$ cat src/rtl/seq_mult.sv
// Iterative shift-add multiplier, WIDTH x WIDTH -> 2*WIDTH, one multiplier bit per clock.
// Define SEQ_MULT_EARLY_EXIT_EN to finish as soon as the remaining multiplier bits are all zero.
module seq_mult #(
  parameter int WIDTH = 16
) (
  input  logic               clk,
  input  logic               rst_n,
  input  logic               in_valid,
  output logic               in_ready,
  input  logic [WIDTH-1:0]   a,
  input  logic [WIDTH-1:0]   b,
  input  logic               is_signed,
  output logic               out_valid,
  input  logic               out_ready,
  output logic [2*WIDTH-1:0] p,
  output logic               busy
);

  localparam int CW = $clog2(WIDTH + 1);

  typedef enum logic [1:0] {IDLE, RUN, DONE} state_t;

  state_t               state_q, state_d;
  logic                 neg_q, neg_d;
  logic [2*WIDTH-1:0]   mcand_q, mcand_d;
  logic [2*WIDTH-1:0]   acc_q, acc_d;
  logic [2*WIDTH-1:0]   p_q, p_d;
  logic [WIDTH-1:0]     mplier_q, mplier_d;
  logic [CW-1:0]        count_q, count_d;

  logic [WIDTH-1:0]     a_mag, b_mag;
  logic [2*WIDTH-1:0]   acc_sum;
  logic                 run_last;

  // Negating the most negative value wraps to 2^(WIDTH-1), which is exactly the unsigned magnitude.
  always_comb begin
    a_mag = (is_signed && a[WIDTH-1]) ? -a : a;
    b_mag = (is_signed && b[WIDTH-1]) ? -b : b;
  end

  always_comb begin
    state_d  = state_q;
    neg_d    = neg_q;
    mcand_d  = mcand_q;
    acc_d    = acc_q;
    p_d      = p_q;
    mplier_d = mplier_q;
    count_d  = count_q;
    run_last = 1'b0;
    acc_sum  = mplier_q[0] ? (acc_q + mcand_q) : acc_q;

    case (state_q)
      IDLE: begin
        if (in_valid) begin
          state_d  = RUN;
          neg_d    = is_signed & (a[WIDTH-1] ^ b[WIDTH-1]);
          mcand_d  = {{WIDTH{1'b0}}, a_mag};
          mplier_d = b_mag;
          acc_d    = '0;
          count_d  = CW'(WIDTH);
        end
      end
      RUN: begin
        acc_d    = acc_sum;
        mcand_d  = mcand_q << 1;
        mplier_d = mplier_q >> 1;
        count_d  = count_q - CW'(1);
`ifdef SEQ_MULT_EARLY_EXIT_EN
        run_last = (count_d == '0) || (mplier_d == '0);
`else
        run_last = (count_d == '0);
`endif
        // The product uses this edge's sum so the final partial product is included.
        if (run_last) begin
          state_d = DONE;
          p_d     = neg_q ? -acc_sum : acc_sum;
        end
      end
      DONE: begin
        if (out_ready) begin
          state_d = IDLE;
        end
      end
      default: state_d = IDLE;
    endcase
  end

  always_ff @(posedge clk or negedge rst_n) begin
    if (!rst_n) begin
      state_q  <= IDLE;
      neg_q    <= 1'b0;
      mcand_q  <= '0;
      acc_q    <= '0;
      p_q      <= '0;
      mplier_q <= '0;
      count_q  <= '0;
    end else begin
      state_q  <= state_d;
      neg_q    <= neg_d;
      mcand_q  <= mcand_d;
      acc_q    <= acc_d;
      p_q      <= p_d;
      mplier_q <= mplier_d;
      count_q  <= count_d;
    end
  end

  assign in_ready  = (state_q == IDLE);
  assign out_valid = (state_q == DONE);
  assign busy      = (state_q != IDLE);
  assign p         = p_q;

endmodule

$ cat config.mk
export PLATFORM = sky130hd
export DESIGN_NAME = seq_mult
export DESIGN_NICKNAME = d
export VERILOG_FILES = /design/src/rtl/seq_mult.sv
export SDC_FILE = /design/constraint.sdc
export NUM_CORES = 1
export LEC_CHECK = 0
export ABC_CLOCK_PERIOD_IN_PS = 7450
export BUFFER_PORTS_ARGS = -buffer_cell sky130_fd_sc_hd__buf_4
export CAP_MARGIN = 20
export CORE_MARGIN = 4
export CORE_UTILIZATION = 65
export CTS_CLUSTER_DIAMETER = 80
export DETAILED_ROUTE_END_ITERATION = 6
export PLACE_DENSITY = 0.85
export SYNTH_ARGS = -nofsm -noshare
export SYNTH_HDL_FRONTEND = slang
export SYNTH_SLANG_ARGS = --single-unit
$ cat constraint.sdc
create_clock -name clk -period 7.45 [get_ports clk]
set_input_delay 0.745 -clock clk [delete_from_list [all_inputs] [get_ports clk]]
set_output_delay 0.745 -clock clk [all_outputs]
set_load 0.02 [all_outputs]
# Word-level counts from Yosys, hierarchy flattened
# Index checks and enable logic that the tools add are counted.
# totals
mem_bits_ro	0
n_memories	0
elab_cells	45
inputBits	37
latchBits	0
mem_bits_rw	0
reg_bits	120
output_inout_bits	35
# op_classes
n_shift	0
n_reduce_logical	10
n_bitwise	2
n_eq_ne	5
muxes	16
magnitude_cmp	0
multipliers	0
add_sub_neg	5
div	0
# op_table
cell	count
32-bit two-way mux	4
32-bit one-hot mux with 2 select lines	2
16-bit two-way mux	3
32-bit adder	1
16-bit negator	2
32-bit negator	1
16-bit one-hot mux with 2 select lines	1
5-bit one-hot mux with 2 select lines	1
2-bit two-way mux	3
2-bit one-hot mux with 3 select lines	1
2-bit AND reduction	3
5-bit logical NOT	1
5-bit two-way mux	1
5-bit by 1-bit subtractor with 5-bit output (second input constant)	1
2-bit != test (second input constant)	2
2-bit nonzero test	2
3-bit AND reduction	1
2-bit by 1-bit == test with 1-bit output (second input constant)	1
2-bit == test (second input constant)	1
1-bit logical AND	2
2-bit logical NOT	1
2-bit by 1-bit != test with 1-bit output (second input constant)	1
1-bit bitwise AND	1
1-bit bitwise XOR	1

# Longest topological paths before layout
# Gate-level depths: netlist of run 1.
# logic_depth
word_depth	4
depth_mapped	13
mapped_depth_nobuf	13

# Worst setup path before layout of run 1
# No wires, ideal clock.
# synth_timing
path_type	register -> register
start	register mcand_q[0]
end	register p_q[31] (netlist: p[31])
setup_ns	0.129
synth_period_minus_slack_ns	3.723
t_required_ns	7.321
path_buffers	0
arrival_time_ns	3.594
path_slack_ns	3.727
path_stages_with_launch	14
cell_sequence	dfrtp_1 -> ha_1 -> fa_1 -> a211oi_2 -> o21a_1 -> o22ai_1 -> a211o_1 -> a221o_1 -> xor2_1 -> o31a_1 -> or4b_4 -> o31ai_2 -> xnor2_1 -> o21ai_1
# synth_between
elab_chain_cells	4
# synth_lines
element	line	text
start: declaration	25	logic [2*WIDTH-1:0] mcand_q, mcand_d;
start signal: assignment	100	mcand_q <= mcand_d;
32-bit adder (*)	50	acc_sum = mplier_q[0] ? (acc_q + mcand_q) : acc_q;
32-bit two-way mux (*)	50	
32-bit negator	76	p_d = neg_q ? -acc_sum : acc_sum;
32-bit two-way mux (*)	76	
end signal: assignment	102	p_q <= p_d;
end: declaration	27	logic [2*WIDTH-1:0] p_q, p_d;
# Mark *: on every way between the ends. The rest lies on a longest branch, timed or not.
# A chain may end at the register's enable or synchronous reset.

# Worst setup path in the final report of run 1
# layout_timing
start	register mcand_q[0]
end	register p_q[24] (netlist: p[24])
# The elaborated chain is that of the path after synthesis.

==> results.tsv, run 1 <==
stage	metric	value	unit
cells_and_area	NumNets Final	1094	
clock_tree	Setup Buffers After CTS	0	
synthesis	Post-Synthesis Cells	977	
synthesis	Compound-Gate Fraction of Synth Area	24.5	%
route	WL final	20800	um
timing	final hold vios	0	
synthesis	adder and majority gate portion of the synthesized area	5.71	%
timing	crit path setup slack, layout	3260	ps
global_route	first-pass GRT wire length	34500	um
placement	PortBufs	71	
placement	Placed Area	8840	um^2
timing	slew of the pin with the lowest slew margin	936	ps
synthesis	synth cell count leaders	nand2_1 (137), o21ai_0 (131), dfrtp_1 (120)	
global_route	Total GRT Usage	29.7	%
die	die area	14500	um^2
synthesis	largest family of logic cells by synthesized area	compound AO/OA/AOI/OAI gates	
cells_and_area	n_diodes	0	
power_and_ir_drop	logic gate share of total power	58.3	%
route	drt via density	6.29	
placement	routability cong.	0.968	
critical_path	Critical Path AT	4490	ps
synthesis	Netlist cell types	77	
power_and_ir_drop	P_int	2.70	mW
critical_path	slowest stage cell on the critical path	or3b_2	
route	1st-iter DRT viols	813	
clock_tree	worst skew pair latency	420	ps
power_and_ir_drop	clock network fraction of total power	17.6	%
die	Initial Util	67.5	%
synthesis	Synth Register Bits	120	
critical_path	reg2reg start	mcand_q[0]	
synthesis	xor and xnor area share after synthesis	8.19	%
synthesis	post-synth design cell area	8240	um^2
synthesis	Synth Area per Inst	8.43	um^2
die	total core area	12200	um^2
synthesis	syn nets	1051	
global_route	largest net degree at the start of global routing	77	
synthesis	top post-synthesis cells by area	dfrtp_1 (36%), o21ai_0 (8.0%), nand2_1 (6.2%)	
cells_and_area	layout cells sized above 1	13.4	%
power_and_ir_drop	Flop pwr share	24.0	%
global_route	initial antenna violation count	0	
power_and_ir_drop	NetSw	2.36	mW
timing	achievable clock frequency	239	MHz
run_status	outcome	completed	
synthesis	Top FF cell, synth	dfrtp_1	
placement	DP HPWL	14500	um
die	number of top-level pins	72	
power_and_ir_drop	Static Leak	4.15	nW
critical_path	crit-path cells	ha_1 -> fa_1 -> a21oi_1 -> nor4b_1 -> nor3_1 -> nand3_1 -> or3b_2 -> nor4_2 -> nand2_1 -> o41a_1 -> xnor2_1 -> mux2_2	
timing	relative slew slack	36.6	%
synthesis	asr flop ratio synth	100	%
synthesis	Post-Synth Simple-Gate Area	19.1	%
cells_and_area	Layout area overhead	15.3	%
critical_path	R2R setup slack	3260	ps
critical_path	CP Data Required Time	7750	ps
die	DIE HEIGHT	121	um
route	via count	7559	
critical_path	Worst Setup End Kind	flop	
critical_path	FF-to-FF End	p[24]	
synthesis	count leader, synth	nand2_1	
cells_and_area	finished layout cell area	9500	um^2
min_path	HP Class	in -> async	
critical_path	worst setup path startpoint	mcand_q[0]	
critical_path	Critical Path Fanout Max	6	
synthesis	mux contribution to synthesized area	2.52	%
global_route	total grt overflow	0	
power_and_ir_drop	maximum vdd ir drop	0.327	mV
timing	post-layout min period	4190	ps
timing	final worst path period share	56.2	%
power_and_ir_drop	Tot Pwr	5.05	mW
critical_path	max incr delay on CP	600	ps
synthesis	number of synthesized flops with an enable pin	0	
cells_and_area	fill cell count	924	
clock_tree	Root Driver	clkbuf_16	
route	Post-route DRC	0	
timing	worst clock skew	7.24	ps
power_and_ir_drop	Power Density	532	nW/um^2
global_route	vias in the first global route	7003	
timing	Final Setup Violations	0	
clock_tree	CTS tree	done	
route	Post-DRT Antenna Nets	0	
clock_tree	H-tree depth	4	
placement	Post-Place Setup Slack	3420	ps
synthesis	Synth Warn #	0	
critical_path	critical path class	reg -> reg	
clock_tree	# resized after CTS	0	
critical_path	Worst setup SP type	flop	
power_and_ir_drop	switching part of the total	46.6	%
critical_path	Reg2Reg Depth	12	
timing	Slew Limit Fails	0	
timing	RSZ-0062 raised after global routing	false	
route	TritonRoute pass-1 iters	5	
clock_tree	Clock Sinks	120	
die	row count	40	
synthesis	top-area cell type share of the netlist area	36.5	%
clock_tree	Num CTS Buffers	17	
timing	Final TNS setup	0	ps
clock_tree	clk buf depth	2	
synthesis	cell taking the most area after synthesis	dfrtp_1	
synthesis	Seq/Total Area, Yosys	36.5	%
clock_tree	Clock transition at path regs	50	ps
die	chip width	121	um
run	max-cap violations	0	
route	routed length per instance	17.3	um
clock_tree	Hold Buf Count CTS	0	
==> layout make-up <==
type                    instances  area, um^2  area share (%)
inverters                      19        71.3           0.751
well taps                     168         210            2.21
repair buffers                 80         621            6.53
flip-flops and latches        120        3000            31.6
clock buffers                  23         468            4.92
multi-input cells             782        4960            52.2
clock inverters                 9         170            1.79
==> critical path: cells and delay by family, from the launching register on <==
kind	cells	cell delay, ps
and+or+nand+nor	6	2020
DFF	1	390
adders and majority gates	2	710
xor gates and xnor gates	1	120
AOI/OAI and AO/OA	2	540
muxes	1	270
==> power groups by stage <==
| stage | sequential, mW | clock, mW | combinational, mW |
|---|---|---|---|
| 6_report | 1.22 | 0.890 | 2.95 |
| 3_5_place_dp | 1.21 | 0 | 2.85 |
| 4_1_cts | 1.21 | 0.897 | 2.90 |
| 5_1_grt | 1.25 | 0.935 | 3.25 |
| 2_1_floorplan | 1.21 | 0 | 2.13 |
| 3_3_place_gp | 1.20 | 0 | 2.78 |
==> sequential cells by signal, indices dropped and copies added, names as in the netlist <==
name and count:
mplier_q 16, mcand_q 32, acc_q 32, p 32, neg_q 1, count_q 5, state_q 2
==> cell families (layout without fill, tap and decap cells) <==
group	count (synthesis)	count (layout)
AND/OR/NAND/NOR	326	326
buffers and inverters	75	131
flip-flops	120	120
XOR/XNOR	77	77
AO/OA/AOI/OAI	322	322
adder cells (fa/ha/maj)	37	37
multiplexers	20	20
==> cell usage in the layout (no fill, tap or decap), types with 6 or more instances in the layout <==
cell	synthesis	final
nand2_1	137	135
o21ai_0	131	131
dfrtp_1	120	119
buf_4	0	79
a21oi_1	50	50
xnor2_1	48	48
nand3_1	45	45
nor2_1	45	44
ha_1	36	36
a22oi_1	31	31
xor2_1	29	29
nor3_1	19	19
inv_1	18	18
clkbuf_16	0	17
mux2i_1	14	14
nand2b_1	14	13
a31oi_1	12	12
o31ai_1	12	12
and2_1	11	11
a21o_1	11	11
o21ai_1	10	10
nand4_1	9	9
o21a_1	8	8
or3_1	7	7
o211ai_1	6	6
mux2_2	6	6
==> per-stage QoR <==
stage / util (%) / std cells / hold slack [ps]
3_3_place_gp: 72.4 / 1168 / 460
6_report: 77.8 / 1201 / 451
5_1_grt: 77.8 / 1201 / 507
4_1_cts: 77.6 / 1200 / 486
2_1_floorplan: - / 977 / 449
3_5_place_dp: 72.4 / 1168 / 474
==> worst max-delay path by stage <==
stage,endpoint,slack [ps],cells past startpoint
after floorplan,p[31],3730,13
after global placement,p[31],3480,13
after detailed placement,p[31],3420,13
after CTS,p[24],3290,12
after global routing,p[24],3050,12
final,p[24],3260,12
==> routing by layer <==
layer | vias up | share of wire [%] | global-route usage (%)
li1 | 3647 | - | -
met1 | 3532 | 45 | 43.2
met2 | 348 | 45 | 45.4
met3 | 32 | 8.7 | 4.86
met4 | 0 | 1.7 | 10.2
met5 | - | 0 | 0
Power figures use the tool's default switching activity.
==> run 2: changes to the inputs <==
==> config.mk (replaced) <==
export PLATFORM = sky130hd
export DESIGN_NAME = seq_mult
export DESIGN_NICKNAME = d
export VERILOG_FILES = /design/src/rtl/seq_mult.sv
export SDC_FILE = /design/constraint.sdc
export NUM_CORES = 1
export LEC_CHECK = 0
export ABC_CLOCK_PERIOD_IN_PS = 3500
export BUFFER_PORTS_ARGS = -buffer_cell sky130_fd_sc_hd__buf_4
export CAP_MARGIN = 20
export CORE_MARGIN = 4
export CORE_UTILIZATION = 55
export CTS_CLUSTER_DIAMETER = 80
export DETAILED_ROUTE_END_ITERATION = 6
export PLACE_DENSITY = 0.76
export SYNTH_ARGS = -nofsm -noshare
export SYNTH_HDL_FRONTEND = slang
export SYNTH_SLANG_ARGS = --single-unit
==> constraint.sdc (replaced) <==
create_clock -name clk -period 3.5 [get_ports clk]
set_input_delay 0.35 -clock clk [delete_from_list [all_inputs] [get_ports clk]]
set_output_delay 0.35 -clock clk [all_outputs]
set_load 0.02 [all_outputs]
==> run 2 against run 1 <==
Against the previous run: the run now ends with negative setup slack left; clock power increased by 130%; hold slack got worse by 450 ps; critical path depth increased by 2; sequential power increased by 110%; register-to-register slack got worse by 3500 ps; wire length increased by 15%; cell area increased by 13%; utilization decreased by 4.1 points; sequential share of layout area decreased by 3.7 points; clock skew increased by 0.95 ps; final cell count increased by 12%; count of clock-buffer cells in the layout increased by 1; critical endpoint unchanged.
==> results.tsv, run 2 (synthesis results as in run 1) <==
stage	metric	value	unit	change
run_status	outcome	complete, but fails checks		
run_status	failing checks	negative setup slack		
route	DRT met1 WL	10700	um	+15%
critical_path	Critical Path AT	4030	ps	-460 ps
timing	achievable clock frequency	269	MHz	+12%
route	top layer in use	met4		
clock_tree	Hold Buf Count CTS	0		unchanged
cells_and_area	NumNets Final	1225		+12%
timing	final hold vios	0		unchanged
timing	RSZ-0062 raised after global routing	true		
clock_tree	clk buf depth	2		unchanged
route	TritonRoute pass-1 iters	6		+1
die	number of top-level pins	72		unchanged
route	WL final	23900	um	+15%
cells_and_area	commonest non-fill, non-tap cell in the layout	buf_4		
cells_and_area	Layout area overhead	30.6	%	
placement	PortBufs	71		unchanged
critical_path	FF-to-FF End	p[24]		
cells_and_area	finished layout cell area	10800	um^2	+13%
global_route	initial antenna violation count	0		unchanged
timing	post-layout min period	3720	ps	-463 ps
critical_path	crit-path cells	ha_1 -> o211ai_1 -> o21a_2 -> buf_6 -> o2111ai_1 -> or3b_4 -> a211oi_2 -> buf_4 -> nand2_4 -> nor4_4 -> nand2_1 -> o41a_1 -> xnor2_1 -> mux2_4		
critical_path	Worst setup SP type	flop		
clock_tree	Num CTS Buffers	17		unchanged
global_route	total grt overflow	0		unchanged
timing	worst clock skew	8.20	ps	+0.954 ps
die	Initial Util	56.5	%	-11 points
global_route	first-pass GRT wire length	38000	um	+10%
route	routed length per instance	17.7	um	+2.4%
power_and_ir_drop	maximum vdd ir drop	0.518	mV	+59%
critical_path	R2R setup slack	-220	ps	-3490 ps
die	DIE HEIGHT	130	um	+8.1%
critical_path	worst path bufs/invs	2		+2
run	max-cap violations	0		unchanged
die	chip width	130	um	+8.1%
power_and_ir_drop	Power Density	1190	nW/um^2	+120%
clock_tree	Root Driver	clkbuf_16		
placement	DP HPWL	16500	um	+13%
global_route	vias in the first global route	7665		+9.5%
critical_path	worst setup path startpoint	mcand_q[5]		
critical_path	Reg2Reg Depth	14		+2
cells_and_area	layout cells sized above 1	25.5	%	+12 points
critical_path	CP Data Required Time	3810	ps	-3940 ps
die	die area	17000	um^2	+17%
critical_path	CP top delay family	compound AO/OA/AOI/OAI gates		
power_and_ir_drop	Static Leak	4.85	nW	+17%
critical_path	max incr delay on CP	430	ps	-170 ps
route	Post-DRT Antenna Nets	0		unchanged
timing	relative slew slack	37.0	%	+0.34 points
cells_and_area	n_diodes	0		unchanged
route	met3 routed WL	1760	um	-2.7%
critical_path	Worst Setup End Kind	flop		
critical_path	reg2reg start	mcand_q[5]		
timing	Final Setup Violations	11		+11
die	total core area	14600	um^2	+19%
die	row count	44		+10%
clock_tree	H-tree depth	4		unchanged
timing	worst hold slack	1.67	ps	-450 ps
critical_path	Critical Path Fanout Max	6		unchanged
critical_path	critical path class	reg -> reg		
cells_and_area	commonest non-fill, non-tap cells in the layout	buf_4 (207), nand2_1 (132), o21ai_0 (124), dfrtp_1 (119), a21oi_1 (48)		
global_route	Total GRT Usage	28.0	%	-1.7 points
clock_tree	worst skew pair latency	430	ps	about the same
cells_and_area	Storage cell area	3000	um^2	unchanged
clock_tree	CTS tree	done		
route	via count	8185		+8.3%
timing	final worst path period share	106	%	+50 points
cells_and_area	fill cell count	1102		+19%
timing	slew of the pin with the lowest slew margin	943	ps	+7.40 ps
route	drt via density	6.07		-3.5%
route	Post-route DRC	0		unchanged
min_path	HP Class	in -> async		
global_route	largest net degree at the start of global routing	63		-18%
route	1st-iter DRT viols	922		+13%
timing	crit path setup slack, layout	-222	ps	-3490 ps
placement	Placed Area	9800	um^2	+11%
cells_and_area	multi-input logic area	5170	um^2	+4.2%
critical_path	slowest stage cell on the critical path	o41a_1		
clock_tree	Clock transition at path regs	60	ps	about the same
clock_tree	Clock Sinks	120		unchanged
placement	routability cong.	0.943		-2.6%
route	Detail Route met2 WL	11000	um	+18%
timing	Slew Limit Fails	0		unchanged
## run 2: worst max path at each step
stage / cells past startpoint / end / slack, ps
floorplan: 13 / p[31] / -20
global placement: 13 / p[31] / -140
detailed placement: 13 / p[30] / -200
CTS: 13 / p[31] / -120
global route: 14 / p[31] / -360
finish: 14 / p[24] / -220
## run 2: stage by stage
| stage | worst slack, ps | setup TNS, ps | power [mW] | instances | utilization (%) |
|---|---|---|---|---|---|
| final | -222 | -1250 | 12.8 | 1348 | 73.8 |
| after global routing | -365 | -3620 | 13.7 | 1348 | 73.8 |
| after CTS | -118 | -236 | 12.4 | 1341 | 72.5 |
| after detailed placement | -195 | -763 | 10.1 | 1303 | 67.2 |
| after global placement | -138 | -324 | 9.90 | 1303 | 67.2 |
| after floorplan | -18.7 | -18.7 | 7.14 | 977 | - |
## run 2: worst register-to-register path, stage by stage, from the launching register on
cell	delay (ps)
dfrtp_1	410
ha_1	410
o211ai_1	160
o21a_2	290
buf_6	130
o2111ai_1	160
or3b_4	410
a211oi_2	220
buf_4	170
nand2_4	60
nor4_4	230
nand2_1	100
o41a_1	430
xnor2_1	140
mux2_4	260
## run 2: timing repair
item / 4_1_cts / 5_1_grt
gates resized for setup: 9 / 33
setup buffers: 6 / 6
pin swaps: 8 / 18
setup endpoints to repair: 8 / 17
## run 2: layout make-up
type / count / area share [%]
multi-input combinational: 782 / 48.0
clock buffer: 24 / 4.48
clock inverter: 8 / 1.77
inverter: 19 / 0.663
sequential: 120 / 27.9
tap: 184 / 2.14
timing repair buffer: 211 / 15.0
## run 2: layer usage
| layer | GRT usage (%) | up-vias |
|---|---|---|
| met5 | 0 | - |
| met4 | 8.53 | 0 |
| met3 | 4.80 | 37 |
| met2 | 44.1 | 345 |
| met1 | 39.9 | 3893 |
| li1 | - | 3910 |
## run 2: power by group
| part | internal, mW | switching, mW |
|---|---|---|
| combinational | 3.71 | 4.54 |
| clock | 1.39 | 0.638 |
| sequential | 2.01 | 0.548 |
==> run 3: changes to the inputs <==
--- a/config.mk
+++ b/config.mk
@@ -8,9 +8,9 @@
 export ABC_CLOCK_PERIOD_IN_PS = 3500
 export BUFFER_PORTS_ARGS = -buffer_cell sky130_fd_sc_hd__buf_4
 export CAP_MARGIN = 20
-export CORE_MARGIN = 4
+export CORE_MARGIN = 2
 export CORE_UTILIZATION = 55
-export CTS_CLUSTER_DIAMETER = 80
+export CTS_BUF_LIST = sky130_fd_sc_hd__clkbuf_16
 export DETAILED_ROUTE_END_ITERATION = 6
 export PLACE_DENSITY = 0.76
 export SYNTH_ARGS = -nofsm -noshare
==> run 3 against run 2 <==
Against the previous run: largest cell class unchanged; the flow still finishes with violations (negative setup slack); wire length is 5.2% lower; power down 4.0%; maximum frequency rose by 0.41%; die area down 6.0%; utilization fell by 1.0 points; sequential share of layout area rose by 0.39 points; global-route usage decreased by 0.067 points; setup slack improved by 15 ps; first-iteration DRC count down 15%; sequential cell count unchanged; via count is 1.2% lower; hold slack improved by 25 ps.
==> results.tsv, run 3 (synthesis results as in run 1) <==
stage	metric	value	unit	change
route	Post-route DRC	0		unchanged
cells_and_area	layout cells sized above 1	24.6	%	-0.95 points
route	TritonRoute pass-1 iters	6		unchanged
die	total core area	14600	um^2	unchanged
die	die area	16000	um^2	-6.0%
cells_and_area	Layout area overhead	28.8	%	
cells_and_area	n_diodes	0		unchanged
critical_path	CP Data Required Time	3780	ps	-30 ps
critical_path	Critical Path AT	3990	ps	-40 ps
placement	Placed Area	9780	um^2	-0.15%
clock_tree	Root Driver	clkbuf_16		
die	row count	44		unchanged
cells_and_area	finished layout cell area	10600	um^2	-1.4%
timing	RSZ-0062 raised after global routing	true		
timing	final worst path period share	106	%	-0.43 points
timing	relative slew slack	43.4	%	+6.5 points
cells_and_area	final non-filler cell total	1340		-0.59%
global_route	vias in the first global route	7427		-3.1%
global_route	busiest layer in global routing	met2		
route	Post-DRT Antenna Nets	0		unchanged
global_route	total grt overflow	0		unchanged
route	routed length per instance	16.9	um	-4.6%
route	1st-iter DRT viols	783		-15%
global_route	GR Util met3	4.60	%	-0.20 points
die	number of top-level pins	72		unchanged
cells_and_area	commonest non-fill, non-tap cell in the layout	buf_4		
run	max-cap violations	0		unchanged
clock_tree	H-tree depth	4		unchanged
placement	PortBufs	71		unchanged
placement	DP Cell Count	1300		-0.23%
global_route	initial antenna violation count	0		unchanged
timing	Slew Limit Fails	0		unchanged
timing	final hold vios	0		unchanged
die	Initial Util	56.5	%	unchanged
critical_path	Worst Setup End Kind	flop		
critical_path	Reg2Reg Depth	14		unchanged
timing	post-layout min period	3710	ps	-15.2 ps
min_path	HP Class	in -> async		
die	chip width	126	um	-3.1%
placement	routability cong.	0.943		about the same
cells_and_area	NumNets Final	1218		-0.57%
timing	achievable clock frequency	270	MHz	+0.41%
run_status	outcome	complete, but fails checks		
timing	crit path setup slack, layout	-207	ps	+15.2 ps
cells_and_area	commonest non-fill, non-tap cells in the layout	buf_4 (202), nand2_1 (133), o21ai_0 (128), dfrtp_1 (119)		
clock_tree	Num CTS Buffers	17		unchanged
clock_tree	CTS tree	done		
clock_tree	worst skew pair latency	420	ps	about the same
clock_tree	Clock transition at path regs	50	ps	about the same
timing	worst clock skew	8.20	ps	+0.00741 ps
route	drt via density	6.04		-0.57%
clock_tree	Clock Sinks	120		unchanged
global_route	largest net degree at the start of global routing	65		+3.2%
power_and_ir_drop	maximum vdd ir drop	0.534	mV	+3.0%
run_status	failing checks	negative setup slack		
clock_tree	clk buf depth	2		unchanged
timing	slew of the pin with the lowest slew margin	848	ps	-95.1 ps
power_and_ir_drop	Power Density	1160	nW/um^2	-2.7%
global_route	met1 Use GR	40.6	%	+0.67 points
critical_path	Worst setup SP type	flop		
critical_path	critical path class	reg -> reg		
clock_tree	Hold Buf Count CTS	0		unchanged
power_and_ir_drop	Static Leak	4.80	nW	-1.1%
route	via count	8090		-1.2%
timing	Final Setup Violations	9		-2
global_route	routing usage on met2	43.3	%	-0.80 points
critical_path	Critical Path Fanout Max	2		-4
global_route	Total GRT Usage	27.9	%	-0.067 points
placement	DP HPWL	16000	um	-3.1%
route	WL final	22700	um	-5.2%
power_and_ir_drop	Tot Pwr	12.3	mW	-4.0%
die	DIE HEIGHT	126	um	-3.1%
global_route	first-pass GRT wire length	36300	um	-4.3%
==> run 3: cell types whose count changed in the layout (fill, tap and decap cells not counted), moves of 3 or more <==
cell      change
clkbuf_1      -4
o21ai_1       -3
buf_4         -5
clkbuf_8      -3
o21ai_0       +4
inv_1         +3
==> run 3: power breakdown <==
| group | switching [mW] | internal, mW |
|---|---|---|
| logic | 4.37 | 3.62 |
| clock network | 0.627 | 1.17 |
| registers | 0.529 | 2.01 |
| total | 5.52 | 6.80 |
==> run 3: layout make-up <==
cell class,count,area (um^2)
multi-input cells,782,5160
clock buffers,17,425
fillers,1149,3980
clock inverters,14,166
repair buffers,204,1560
inverters,19,71.3
well taps,184,230
flip-flops and latches,120,3000
==> run 3: routing by layer <==
metal / part of all wire (%) / wire, um / up-vias
met3: 6.8 / 1550 / 31
met5: 0 / 0 / -
met4: 1.3 / 299 / 0
li1: - / - / 3891
met1: 47 / 10600 / 3853
met2: 45 / 10200 / 315
==> run 3: critical path, cell delays in order (launching register included) <==
cell      delay (ps)
dfrtp_1          380
ha_2             210
fa_2             390
a211oi_4         230
buf_4            140
o211ai_1         110
a21o_1           240
a31oi_4          160
a311oi_2         130
or3_1            340
a31o_2           260
or4b_4           560
o31ai_4          210
xnor2_1          140
o21ai_1           70
==> run 3: final timing paths <==
path / start / end / slack [ps]
worst max-delay path: acc_q[0] / p[31] / -210
worst min-delay path: rst_n / mcand_q[7] / 30
worst max register to register: acc_q[0] / p[31] / -210
worst min register to register: p[9] / p[9] / 480
max in group asynchronous: rst_n / p[22] / 2680
min in group clk: out_ready / state_q[1] / 120
==> run 3: through the flow <==
stage	hold slack (ps)	utilization, %	setup TNS, ps	worst slack [ps]
after floorplan	54.4	-	-18.7	-18.7
after global placement	460	66.9	-365	-129
after detailed placement	471	67.0	-897	-201
after CTS	57.7	71.6	-379	-128
after global routing	96.2	72.7	-2030	-324
final	27.0	72.7	-609	-207
==> run 3: repair_timing <==
action / CTS / global route
gates resized for setup: 10 / 25
endpoints found under the setup margin: 9 / 14
buffers inserted: 3 / 7
pin swaps: 4 / 12
